===== src/rtl/seven_seg_scroll_display.sv =====
// Time-multiplexed N-digit seven-segment driver with a scrolling, per-digit-blankable buffer.
// Define SEVEN_SEG_DP_EN to add the per-digit decimal point input seg_dp.
module seven_seg_scroll_display #(
    parameter int NUM_DIGITS  = 8,
    parameter int REFRESH_DIV = 1000,
    parameter int ACTIVE_LOW  = 1
) (
    input  logic                  clk,
    input  logic                  rst,
    input  logic [3:0]            seg_data,
    input  logic                  seg_write,
    input  logic                  seg_shift,
    input  logic                  seg_dir,
    input  logic                  seg_clear,
    input  logic                  seg_off,
`ifdef SEVEN_SEG_DP_EN
    input  logic                  seg_dp,
`endif
    output logic [NUM_DIGITS-1:0] anodes,
    output logic [7:0]            cathodes
);
    localparam int CNT_W = $clog2(REFRESH_DIV);
    localparam int IDX_W = $clog2(NUM_DIGITS);
    localparam logic [CNT_W-1:0] CNT_LAST = CNT_W'(REFRESH_DIV - 1);
    localparam logic [IDX_W-1:0] IDX_LAST = IDX_W'(NUM_DIGITS - 1);
    localparam logic             INACTIVE = (ACTIVE_LOW != 0);

    // Active-high segment pattern {g..a} for a hex nibble.
    function automatic logic [6:0] hex_font(input logic [3:0] v);
        case (v)
            4'h0: hex_font = 7'h3F;  4'h1: hex_font = 7'h06;
            4'h2: hex_font = 7'h5B;  4'h3: hex_font = 7'h4F;
            4'h4: hex_font = 7'h66;  4'h5: hex_font = 7'h6D;
            4'h6: hex_font = 7'h7D;  4'h7: hex_font = 7'h07;
            4'h8: hex_font = 7'h7F;  4'h9: hex_font = 7'h6F;
            4'hA: hex_font = 7'h77;  4'hB: hex_font = 7'h7C;
            4'hC: hex_font = 7'h39;  4'hD: hex_font = 7'h5E;
            4'hE: hex_font = 7'h79;  default: hex_font = 7'h71;
        endcase
    endfunction

    logic dp_in;
`ifdef SEVEN_SEG_DP_EN
    assign dp_in = seg_dp;
`else
    assign dp_in = 1'b0;
`endif

    logic [NUM_DIGITS-1:0][3:0] val_q, val_d;
    logic [NUM_DIGITS-1:0]      blank_q, blank_d;
    logic [NUM_DIGITS-1:0]      dp_q, dp_d;
    logic [CNT_W-1:0]           cnt_q, cnt_d;
    logic [IDX_W-1:0]           idx_q, idx_d;
    logic [NUM_DIGITS-1:0]      anodes_q, anodes_d;
    logic [7:0]                 cathodes_q, cathodes_d;
    logic [IDX_W-1:0]           slot;
    logic [NUM_DIGITS-1:0]      sel;
    logic [7:0]                 lit;

    assign slot = seg_dir ? IDX_LAST : '0;

    // Clear dominates; a shift+write shifts first, then loads the freshly vacated entry slot.
    always_comb begin
        // NOTE: every output of this block gets a default first, so no path can infer a latch.
        val_d   = val_q;
        blank_d = blank_q;
        dp_d    = dp_q;
        if (seg_clear) begin
            blank_d = '1;
            dp_d    = '0;
        end else begin
            if (seg_shift) begin
                if (seg_dir) begin
                    val_d   = {4'h0, val_q[NUM_DIGITS-1:1]};
                    blank_d = {1'b1, blank_q[NUM_DIGITS-1:1]};
                    dp_d    = {1'b0, dp_q[NUM_DIGITS-1:1]};
                end else begin
                    val_d   = {val_q[NUM_DIGITS-2:0], 4'h0};
                    blank_d = {blank_q[NUM_DIGITS-2:0], 1'b1};
                    dp_d    = {dp_q[NUM_DIGITS-2:0], 1'b0};
                end
            end
            if (seg_write) begin
                val_d[slot]   = seg_data;
                blank_d[slot] = 1'b0;
                dp_d[slot]    = dp_in;
            end
        end
    end

    always_comb begin
        cnt_d = cnt_q + 1'b1;
        idx_d = idx_q;
        if (cnt_q == CNT_LAST) begin
            cnt_d = '0;
            idx_d = (idx_q == IDX_LAST) ? '0 : idx_q + 1'b1;
        end
    end

    // Both pins are decoded from the same index and buffer, so they switch on one edge.
    always_comb begin
        sel        = '0;
        sel[idx_q] = 1'b1;
        if (seg_off) begin
            sel = '0;
        end
        lit        = blank_q[idx_q] ? 8'h00 : {dp_q[idx_q], hex_font(val_q[idx_q])};
        anodes_d   = INACTIVE ? ~sel : sel;
        cathodes_d = INACTIVE ? ~lit : lit;
    end

    always_ff @(posedge clk) begin
        if (rst) begin
            // NOTE: the buffer is small and its blank flags must be defined, so it is reset too.
            val_q      <= '0;
            blank_q    <= '1;
            dp_q       <= '0;
            cnt_q      <= '0;
            idx_q      <= '0;
            anodes_q   <= {NUM_DIGITS{INACTIVE}};
            cathodes_q <= {8{INACTIVE}};
        end else begin
            // NOTE: non-blocking assignments so every register samples pre-edge values.
            val_q      <= val_d;
            blank_q    <= blank_d;
            dp_q       <= dp_d;
            cnt_q      <= cnt_d;
            idx_q      <= idx_d;
            anodes_q   <= anodes_d;
            cathodes_q <= cathodes_d;
        end
    end

    assign anodes   = anodes_q;
    assign cathodes = cathodes_q;
endmodule


===== config.mk =====
export PLATFORM = sky130hd
export DESIGN_NAME = seven_seg_scroll_display
export DESIGN_NICKNAME = d
export VERILOG_FILES = /design/src/rtl/seven_seg_scroll_display.sv
export SDC_FILE = /design/constraint.sdc
export NUM_CORES = 1
export LEC_CHECK = 0
export CORE_MARGIN = 1.5
export CORE_UTILIZATION = 29
export DETAILED_ROUTE_END_ITERATION = 12
export SYNTH_ARGS = -nofsm -noshare
export SYNTH_HDL_FRONTEND = slang
export SYNTH_SLANG_ARGS = --single-unit

===== constraint.sdc =====
create_clock -name clk -period 2.3 [get_ports clk]
set_input_delay 0.23 -clock clk [delete_from_list [all_inputs] [get_ports clk]]
set_output_delay 0.23 -clock clk [all_outputs]
set_load 0.03 [all_outputs]

Yosys cells after proc, flatten, opt, wreduce, memory -nomap -nowiden --
Memories as Yosys holds them, arrays and structs flattened. Index checks and enable logic that the tools add are counted.
Storage, ports and cells: flip-flop bits (word level) 77, word-level logic and storage cells 61, memories kept 1, memory bits (read-only) 112, output and inout bits 16, input port bits 11
Memory list:
- (name not given) | words 16, width 7, rd ports 1, clocked after Yosys merged registers in 0, write ports 0, line 30 | case (v)
Cells by class: equal/unequal tests 2, $lt $le $gt $ge 4, multiplexer cells 29, $add $sub $neg 2, reduce and logical (&&, ||, !) cells 4, bitwise gates (word level) 5
Operator list (count):
- 32-bit 2-to-1 mux | 4
- 8-bit 2-to-1 mux | 10
- 32-bit bitwise mux | 1
- 8-bit NOT | 3
- 8-bit bitwise AND | 2
- 4-bit binary-select mux with 3-bit select | 1
- 4-bit demux with 3-bit select | 1
- 10-bit by 1-bit adder with 10-bit output, second input constant | 1
- 10-bit equality test, second input constant | 1
- 3-bit by 4-bit less-than comparator with 1-bit output, second input constant | 2
- 4-bit 2-to-1 mux | 2
- 1-bit binary-select mux with 3-bit select | 2
- 1-bit demux with 3-bit select | 2
- 3-bit by 1-bit greater-or-equal comparator with 1-bit output, second input constant | 2
- 3-bit 2-to-1 mux | 2
- 1-bit 2-to-1 mux | 4
- 2-bit OR reduction | 2
- 3-bit by 1-bit adder with 3-bit output, second input constant | 1
- 3-bit equality test, second input constant | 1
- 1-bit logical AND | 2

Depth between registers and ports, before layout --
depth after elaboration 8, gate-level depth with buffers 11, mapped depth without buffers 9

Least setup slack after synthesis --
OpenSTA, ideal clock, no wires.
path type register to register, start point register idx_q[0], end point register cathodes_q[0], in the netlist cathodes[0], cell stages (with the launch flop) 10, data required time 2168 ps, path buffers 2, data arrival time 1952 ps, path slack 216 ps, library setup time 132 ps, period minus slack after synthesis 2084 ps, cell sequence dfxtp_1 buf_6 buf_2 mux2i_1 nor3b_1 nor3_1 inv_1 ha_1 nor3_2 o31ai_2
On the way: word-level cells in the longest chain between the ends 5, elaborated cells between the ends (all ways) 7, classes of those cells mux: 5; bitwise: 1; memory: 1
RTL lines:
- start: declaration | line 53 | logic [IDX_W-1:0] idx_q, idx_d;
- start signal: assignment | line 128 | idx_q <= idx_d;
- 4-bit binary-select mux with 3-bit select | line 107 | lit = blank_q[idx_q] ? 8'h00 : {dp_q[idx_q], hex_font(val_q[idx_q])};
- 4-bit 2-to-1 mux (not written as such) | line 107
- memory 16 x 7 bit
- 8-bit 2-to-1 mux * | line 107
- 8-bit NOT * | line 109 | cathodes_d = INACTIVE ? ~lit : lit;
- end signal: assignment | line 121 | cathodes_q <= {8{INACTIVE}};
- end signal: assignment | line 130 | cathodes_q <= cathodes_d;
- end: declaration | line 55 | logic [7:0] cathodes_q, cathodes_d;
Every way passes the cells marked *; elsewhere a longest branch is shown, timed or not. The select of a mux whose other input is x is not followed. A chain may end at the register's enable or synchronous reset.

Final worst setup path --
start point register idx_q[2], end point register cathodes_q[3], in the netlist cathodes[3]
The elaborated chain is that of the path after synthesis.

==> impl_metrics.xml <==
<?xml version="1.0" encoding="UTF-8"?>
<metrics>
  <group name="status">
    <metric name="run_status" unit="">complete, no violations</metric>
  </group>
  <group name="floorplan">
    <metric name="placementRows" unit="">41</metric>
    <metric name="start_util" unit="">0.3014</metric>
    <metric name="die-area" unit="sq mm">0.01403</metric>
    <metric name="chipWidth" unit="um">118.4</metric>
    <metric name="io_pins" unit="">27</metric>
    <metric name="die_h" unit="um">118.4</metric>
    <metric name="core" unit="sq mm">0.01282</metric>
  </group>
  <group name="pwr">
    <metric name="power.density" unit="mW/mm^2">667.9</metric>
    <metric name="vdd.ir_drop.worst" unit="mV">0.3711</metric>
    <metric name="power_switching_share" unit="">0.2328</metric>
    <metric name="sequentialPowerShare" unit="">0.456</metric>
    <metric name="p_sw" unit="uW">727.7</metric>
    <metric name="total_leakage_power" unit="nW">1.738</metric>
    <metric name="power.share.combinational" unit="">0.092</metric>
    <metric name="power.internal" unit="mW">2.398</metric>
    <metric name="clkPwrFrac" unit="">0.452</metric>
  </group>
  <group name="cts">
    <metric name="htreeDepth" unit="">3</metric>
    <metric name="clk_latency" unit="ps">330</metric>
    <metric name="tritoncts" unit="">yes</metric>
    <metric name="sinks_on_clock_net" unit="">77</metric>
    <metric name="path_clk_slew" unit="ps">60</metric>
    <metric name="cts.root.buffer_cell" unit="">clkbuf_16</metric>
    <metric name="ctsHoldBuffers" unit="">0</metric>
    <metric name="clock_tree.buffer_depth" unit="">2</metric>
    <metric name="cts_made_buffers" unit="">9</metric>
  </group>
  <group name="global_routing">
    <metric name="overflow" unit="">0</metric>
    <metric name="grt-busiest-layer" unit="">met2</metric>
    <metric name="grt_usage" unit="">0.1284</metric>
    <metric name="gr-usage-met1" unit="">0.1651</metric>
    <metric name="grt_use_met3" unit="">0.03427</metric>
    <metric name="number_of_global_route_vias_before_repair" unit="">3007</metric>
    <metric name="fraction_of_met2_tracks_used_by_global_routing" unit="">0.2028</metric>
    <metric name="global_route_wire_length_before_repair" unit="um">14730</metric>
    <metric name="number_of_antenna_violations_at_the_first_check_in_global_routing" unit="">0</metric>
    <metric name="maximum_number_of_pins_on_one_net_before_global_route_repair" unit="">49</metric>
  </group>
  <group name="timing">
    <metric name="timing_hold_violations_final" unit="">0</metric>
    <metric name="timing.max_slew.rel_slack" unit="">0.6461</metric>
    <metric name="rsz0062_at_grt" unit="">false</metric>
    <metric name="finalSetupTns" unit="ps">0</metric>
    <metric name="worst_clock_skew" unit="ps">4.171</metric>
    <metric name="clock.fmax" unit="MHz">483.3</metric>
    <metric name="minimum_hold_slack" unit="ps">448.8</metric>
    <metric name="tightestPinTransition" unit="ps">529.3</metric>
    <metric name="period_share" unit="">0.8995</metric>
    <metric name="setup_viol" unit="">0</metric>
    <metric name="layout_min_cycle_time" unit="ps">2069</metric>
    <metric name="final-max-slew-violation-count" unit="">0</metric>
  </group>
  <group name="critical_path">
    <metric name="cpLargestDelayFamily" unit="">simple AND/OR/NAND/NOR gates</metric>
    <metric name="critical_path.max_stage_delay" unit="ps">510</metric>
    <metric name="critPathCaptureType" unit="">flip-flop</metric>
    <metric name="critPathBufInv" unit="">2</metric>
    <metric name="worst-endpoint-required" unit="ps">2490</metric>
    <metric name="crit_path_top_delay_cell" unit="">or4b_1</metric>
    <metric name="worst_ep_arrival_time" unit="ps">2260</metric>
    <metric name="cp_max_fo" unit="">11</metric>
    <metric name="setup.worst_path.start_class" unit="">flip-flop</metric>
    <metric name="critical_path_class" unit="">reg -&gt; reg</metric>
    <metric name="crit_chain" unit="">buf_4 -&gt; or4b_1 -&gt; nand2_1 -&gt; nor3_2 -&gt; buf_4 -&gt; ha_1 -&gt; nand2b_1 -&gt; o211ai_1 -&gt; o211ai_1</metric>
  </group>
  <group name="finish">
    <metric name="nets" unit="">471</metric>
    <metric name="area.growth.synth_to_final" unit="%">21.07</metric>
    <metric name="antenna-diode-count" unit="">0</metric>
    <metric name="share_of_post_route_cells_with_drive_strength_above_1" unit="">0.1187</metric>
    <metric name="final_common_cell" unit="">dfxtp_1</metric>
    <metric name="mostFrequentLayoutCells" unit="">74 x dfxtp_1, 60 x nor2_1, 50 x mux2i_1, 31 x a211oi_1, 29 x nand2_1</metric>
  </group>
  <group name="min_path">
    <metric name="hold_path_class" unit="">reg -&gt; reg</metric>
  </group>
  <group name="synth">
    <metric name="synth_cells" unit="">429</metric>
    <metric name="dominantRegCellSynth" unit="">dfxtp_1</metric>
    <metric name="synth.avg_cell_area" unit="sq um">9.009</metric>
    <metric name="mappedNetlistArea" unit="sq mm">0.003865</metric>
    <metric name="yosysSeqAreaShare" unit="">0.3988</metric>
    <metric name="synth_edf_count" unit="">0</metric>
    <metric name="postSynthRegisterBits" unit="">77</metric>
    <metric name="synthesis.yosys.warnings" unit="">0</metric>
    <metric name="synthDistinctLibCells" unit="">49</metric>
    <metric name="synthesis.nets" unit="">449</metric>
    <metric name="asyncSetResetFlopFracSynth" unit="">0</metric>
  </group>
  <group name="drt">
    <metric name="post_drt_wl_per_cell" unit="um">13.53</metric>
    <metric name="via_count" unit="">3120</metric>
    <metric name="initialDrtViolationCount" unit="">241</metric>
    <metric name="ant_nets" unit="">0</metric>
    <metric name="route.final.wire_length" unit="um">8486</metric>
    <metric name="remaining_drc_errors" unit="">0</metric>
    <metric name="vias_per_cell" unit="">4.976</metric>
    <metric name="first_pass_iters" unit="">4</metric>
  </group>
  <group name="run">
    <metric name="max-cap-violations" unit="">0</metric>
  </group>
  <group name="place">
    <metric name="gp_congestion" unit="">0.8189</metric>
    <metric name="place_hpwl" unit="um">5829</metric>
    <metric name="io_buffer_count" unit="">26</metric>
  </group>
</metrics>
## final timing paths
check / start / endpoint / slack (ps) / cells past startpoint
min reg2reg: cnt_q[0]$_SDFF_PP0_ / cnt_q[0]$_SDFF_PP0_ / 450 / 1
min: cnt_q[0]$_SDFF_PP0_ / cnt_q[0]$_SDFF_PP0_ / 450 / 1
max reg2reg: idx_q[2]$_SDFFE_PP0N_ / cathodes[3]$_SDFF_PP1_ / 230 / 9
max: idx_q[2]$_SDFFE_PP0N_ / cathodes[3]$_SDFF_PP1_ / 230 / 9
## power by group through the flow
stage	Sequential, mW	Combinational (mW)	Clock [mW]
2_1_floorplan	1.44	0.204	0
3_3_place_gp	1.46	0.278	0
3_5_place_dp	1.45	0.285	0
4_1_cts	1.43	0.287	1.45
5_1_grt	1.43	0.320	1.51
6_report	1.43	0.288	1.41
## synth_stat cells (3+ instances only)
library cell,instances,area [sq um]
nor3b_1,8,60.06
nand2_1,29,108.9
nand3_1,11,55.05
nand3b_1,8,60.06
a32oi_1,3,26.28
and3_1,3,18.77
ha_1,9,112.6
buf_2,8,40.04
nor3_1,7,35.03
clkbuf_1,19,71.32
buf_1,3,11.26
o21ai_0,14,70.07
dfxtp_1,77,1541
inv_1,7,26.28
mux2i_1,50,500.5
a211oi_1,31,232.7
nand2b_1,7,43.79
xor2_1,3,26.28
nand4_1,3,18.77
nor2b_1,7,43.79
mux2_2,3,33.78
o211ai_1,4,30.03
mux4_2,3,67.56
a21oi_1,18,90.09
nor2_1,60,225.2
xnor2_1,4,35.03
a31oi_1,3,18.77
## through the flow
| step | area [sq um] | utilization | cells | power [mW] | setup slack, ps |
|---|---|---|---|---|---|
| after floorplan | 3865 | - | 429 | 1.648 | 215.5 |
| after global placement | 4348 | 0.3390 | 609 | 1.733 | 80.95 |
| after detailed placement | 4348 | 0.3390 | 609 | 1.739 | -60.83 |
| after CTS | 4653 | 0.3628 | 624 | 3.162 | 1.737 |
| after global routing | 4679 | 0.3649 | 627 | 3.262 | 15.60 |
| final | 4679 | 0.3649 | 627 | 3.125 | 231.1 |
## cell families after synthesis
logic type | count (synthesis) | synth area share
AO/OA/AOI/OAI | 86 | 0.1512
XOR/XNOR | 7 | 0.01586
adder cells (fa/ha/maj) | 9 | 0.02914
buffers and inverters | 40 | 0.04630
flip-flops | 77 | 0.3988
multiplexers | 57 | 0.1615
AND/OR/NAND/NOR | 153 | 0.1972
## area by class of cell
class | instances | area (sq um)
multi-input combinational | 312 | 2152
inverter | 7 | 26.28
tap | 172 | 215.2
sequential | 77 | 1545
clock buffer | 11 | 252.7
clock inverter | 4 | 47.55
fill | 1261 | 8145
timing repair buffer | 44 | 440.4
## metal layers
metal  routed length (um)  vias to the layer above
met3                  235                       20
met4                  215                        0
met2                 3844                       33
met5                    0                        -
li1                     -                     1581
met1                 4190                     1486
## worst reg2reg max path, delay by kind of cell, from the launching register on
family / cells / cell delay [ps]
DFF: 1 / 370
and+or+nand+nor: 4 / 730
AOI/OAI and AO/OA: 2 / 200
adders and majority gates: 1 / 300
buffers and inverters: 2 / 320
## timing repair
action	CTS	global route
cloned	0	0
pin swaps	0	2
buffers inserted	0	3
resized for setup	1	3
hold endpoints to repair	0	0
endpoints found under the setup margin	4	5
No activity file was read; power rests on OpenSTA's default activity.
==> variant: new RTL, same flow settings <==
Reset style: asynchronous (`rst`), changed in one clocked block.
--- a/src/rtl/seven_seg_scroll_display.sv
+++ b/src/rtl/seven_seg_scroll_display.sv
@@ -109,7 +109,7 @@
         cathodes_d = INACTIVE ? ~lit : lit;
     end
 
-    always_ff @(posedge clk) begin
+    always_ff @(posedge clk or posedge rst) begin
         if (rst) begin
             // NOTE: the buffer is small and its blank flags must be defined, so it is reset too.
             val_q      <= '0;
Check against the original RTL: differs if rst is asserted again (counterexample within 4 cycles, from zero or initial values and one cycle with rst high); with rst held inactive, the same outputs for 4 cycles.
==> variant against the original RTL <==
  * Total power is 8.9% higher
  * Clock skew is 0.0015 ns higher
  * Via count is 7.0% lower
  * Synthesized cell count is 10% lower
  * Area after synthesis is 4.0% higher
  * Final area is 2.0% higher
  * Combinational power is 74% higher
  * Setup slack worse by 0.073 ns
  * Sequential cell count stayed put
  * Routed wire length is 1.2% higher
==> variant: results <==
metrics = {
    "outcome": {
        "outcome": "finished clean",
    },
    "grt": {
        "grt_start_max_net_pins": 78,
        "first_global_vias": 2956,
        "gr-usage-all-layers_pct": 13.2,
        "overflow": 0,
    },
    "sta": {
        "skew_ns": 0.00562,
        "worstMarginPinSlew_ns": 0.477,
        "timing.hold.ws_ns": 0.318,
    },
    "placement": {
        "gpl.final_weighted_congestion": 0.777,
        "portBuffers": 26,
        "placed_cells_incl_taps": 580,
        "dpl.hpwl_mm": 5.95,
    },
    "worst_setup_path": {
        "startpoint": "idx_q[1]",
        "critical-path-top-delay-family": "multiplexers",
        "crit_path_top_delay_cell": "sky130_fd_sc_hd__dfrtp_1",
        "slowest_delay_ns": 0.45,
        "r2r_slack_ns": 0.16,
        "worst_ep_arrival_time_ns": 2.40,
        "crit_path_end": "cathodes[3]",
    },
    "power": {
        "pwr.group.sequential_w": 0.00163,
        "cellLeakagePower_nw": 2.00,
        "vdd.ir_drop.worst_mv": 0.328,
    },
    "route": {
        "routed-wl-met3_um": 302,
        "drt-total-wl_mm": 8.59,
        "drt-initial-drc-count": 228,
        "detailroute.wirelength.met2_mm": 3.83,
        "wl_met1_mm": 4.30,
        "dr.pass1.iters": 5,
        "detailroute.via_count": 2902,
    },
    "logic_synthesis": {
        "synth.cells.most_frequent": "sky130_fd_sc_hd__dfrtp_1 (53), sky130_fd_sc_hd__nand2_1 (53), sky130_fd_sc_hd__mux2i_1 (47), sky130_fd_sc_hd__nor2_1 (37), sky130_fd_sc_hd__o21ai_0 (37)",
        "ys.warnings.count": 0,
        "postSynthNetCount": 405,
        "postSynth.asyncResetShare_pct": 100,
        "synth_adder_area_share_pct": 2.80,
        "synthesis.area_per_instance_um2": 10.4,
        "dominantRegCellSynth": "sky130_fd_sc_hd__dfrtp_1",
        "synth_compound_gate_area_share_pct": 11.3,
        "synth.yosys.seq_area_share_pct": 48.7,
        "ys_top_cells_by_area": "sky130_fd_sc_hd__dfrtp_1 (33%), sky130_fd_sc_hd__dfstp_2 (16%), sky130_fd_sc_hd__mux2i_1 (12%)",
        "post_synth_xor_area_fraction_pct": 1.52,
        "synth_cell_type_count": 42,
    },
    "hold_path": {
        "hold_path.class": "in -> async",
    },
    "layout": {
        "drive_above_1_share_pct": 16.5,
        "final_cell_count_no_fill": 595,
        "final_nets": 435,
    },
    "cts": {
        "ctsResizeCount": 0,
    },
}
## variant: changes by cell type after synthesis, moves of 6 or more
cell	unedited run	this run
sky130_fd_sc_hd__a21oi_1	18	9
sky130_fd_sc_hd__o21ai_0	14	37
sky130_fd_sc_hd__dfxtp_1	77	0
sky130_fd_sc_hd__nand2_1	29	53
sky130_fd_sc_hd__nor2_1	60	37
sky130_fd_sc_hd__nand3b_1	8	1
sky130_fd_sc_hd__dfstp_2	0	24
sky130_fd_sc_hd__nand2b_1	7	1
sky130_fd_sc_hd__dfrtp_1	0	53
sky130_fd_sc_hd__nor3b_1	8	0
sky130_fd_sc_hd__a211oi_1	31	12
## variant: stage by stage
| step | util (%) | power [W] | worst slack [ns] | area [µm²] |
|---|---|---|---|---|
| 2_1_floorplan | - | 0.00199 | 0.0996 | 4020 |
| 3_3_place_gp | 33.7 | 0.00214 | 0.230 | 4510 |
| 3_5_place_dp | 33.7 | 0.00216 | 0.151 | 4510 |
| 4_1_cts | 35.6 | 0.00344 | 0.132 | 4770 |
| 5_1_grt | 35.6 | 0.00359 | 0.0122 | 4770 |
| 6_report | 35.6 | 0.00340 | 0.158 | 4770 |
## variant: layout make-up
class | instances | area, µm² | share of cell area [%]
sequential | 77 | 1960 | 41.0
multi-input combinational | 276 | 1910 | 40.1
timing repair buffer | 42 | 388 | 8.13
clock buffer | 13 | 250 | 5.24
tap | 176 | 220 | 4.61
inverter | 9 | 33.8 | 0.708
clock inverter | 2 | 10.0 | 0.210
## variant: metal layers
metal  vias up  global-route usage (%)
li1       1425                       -
met1      1415                    17.9
met2        49                    20.1
met3        13                    3.11
met4         0                    5.66
met5         -                       0
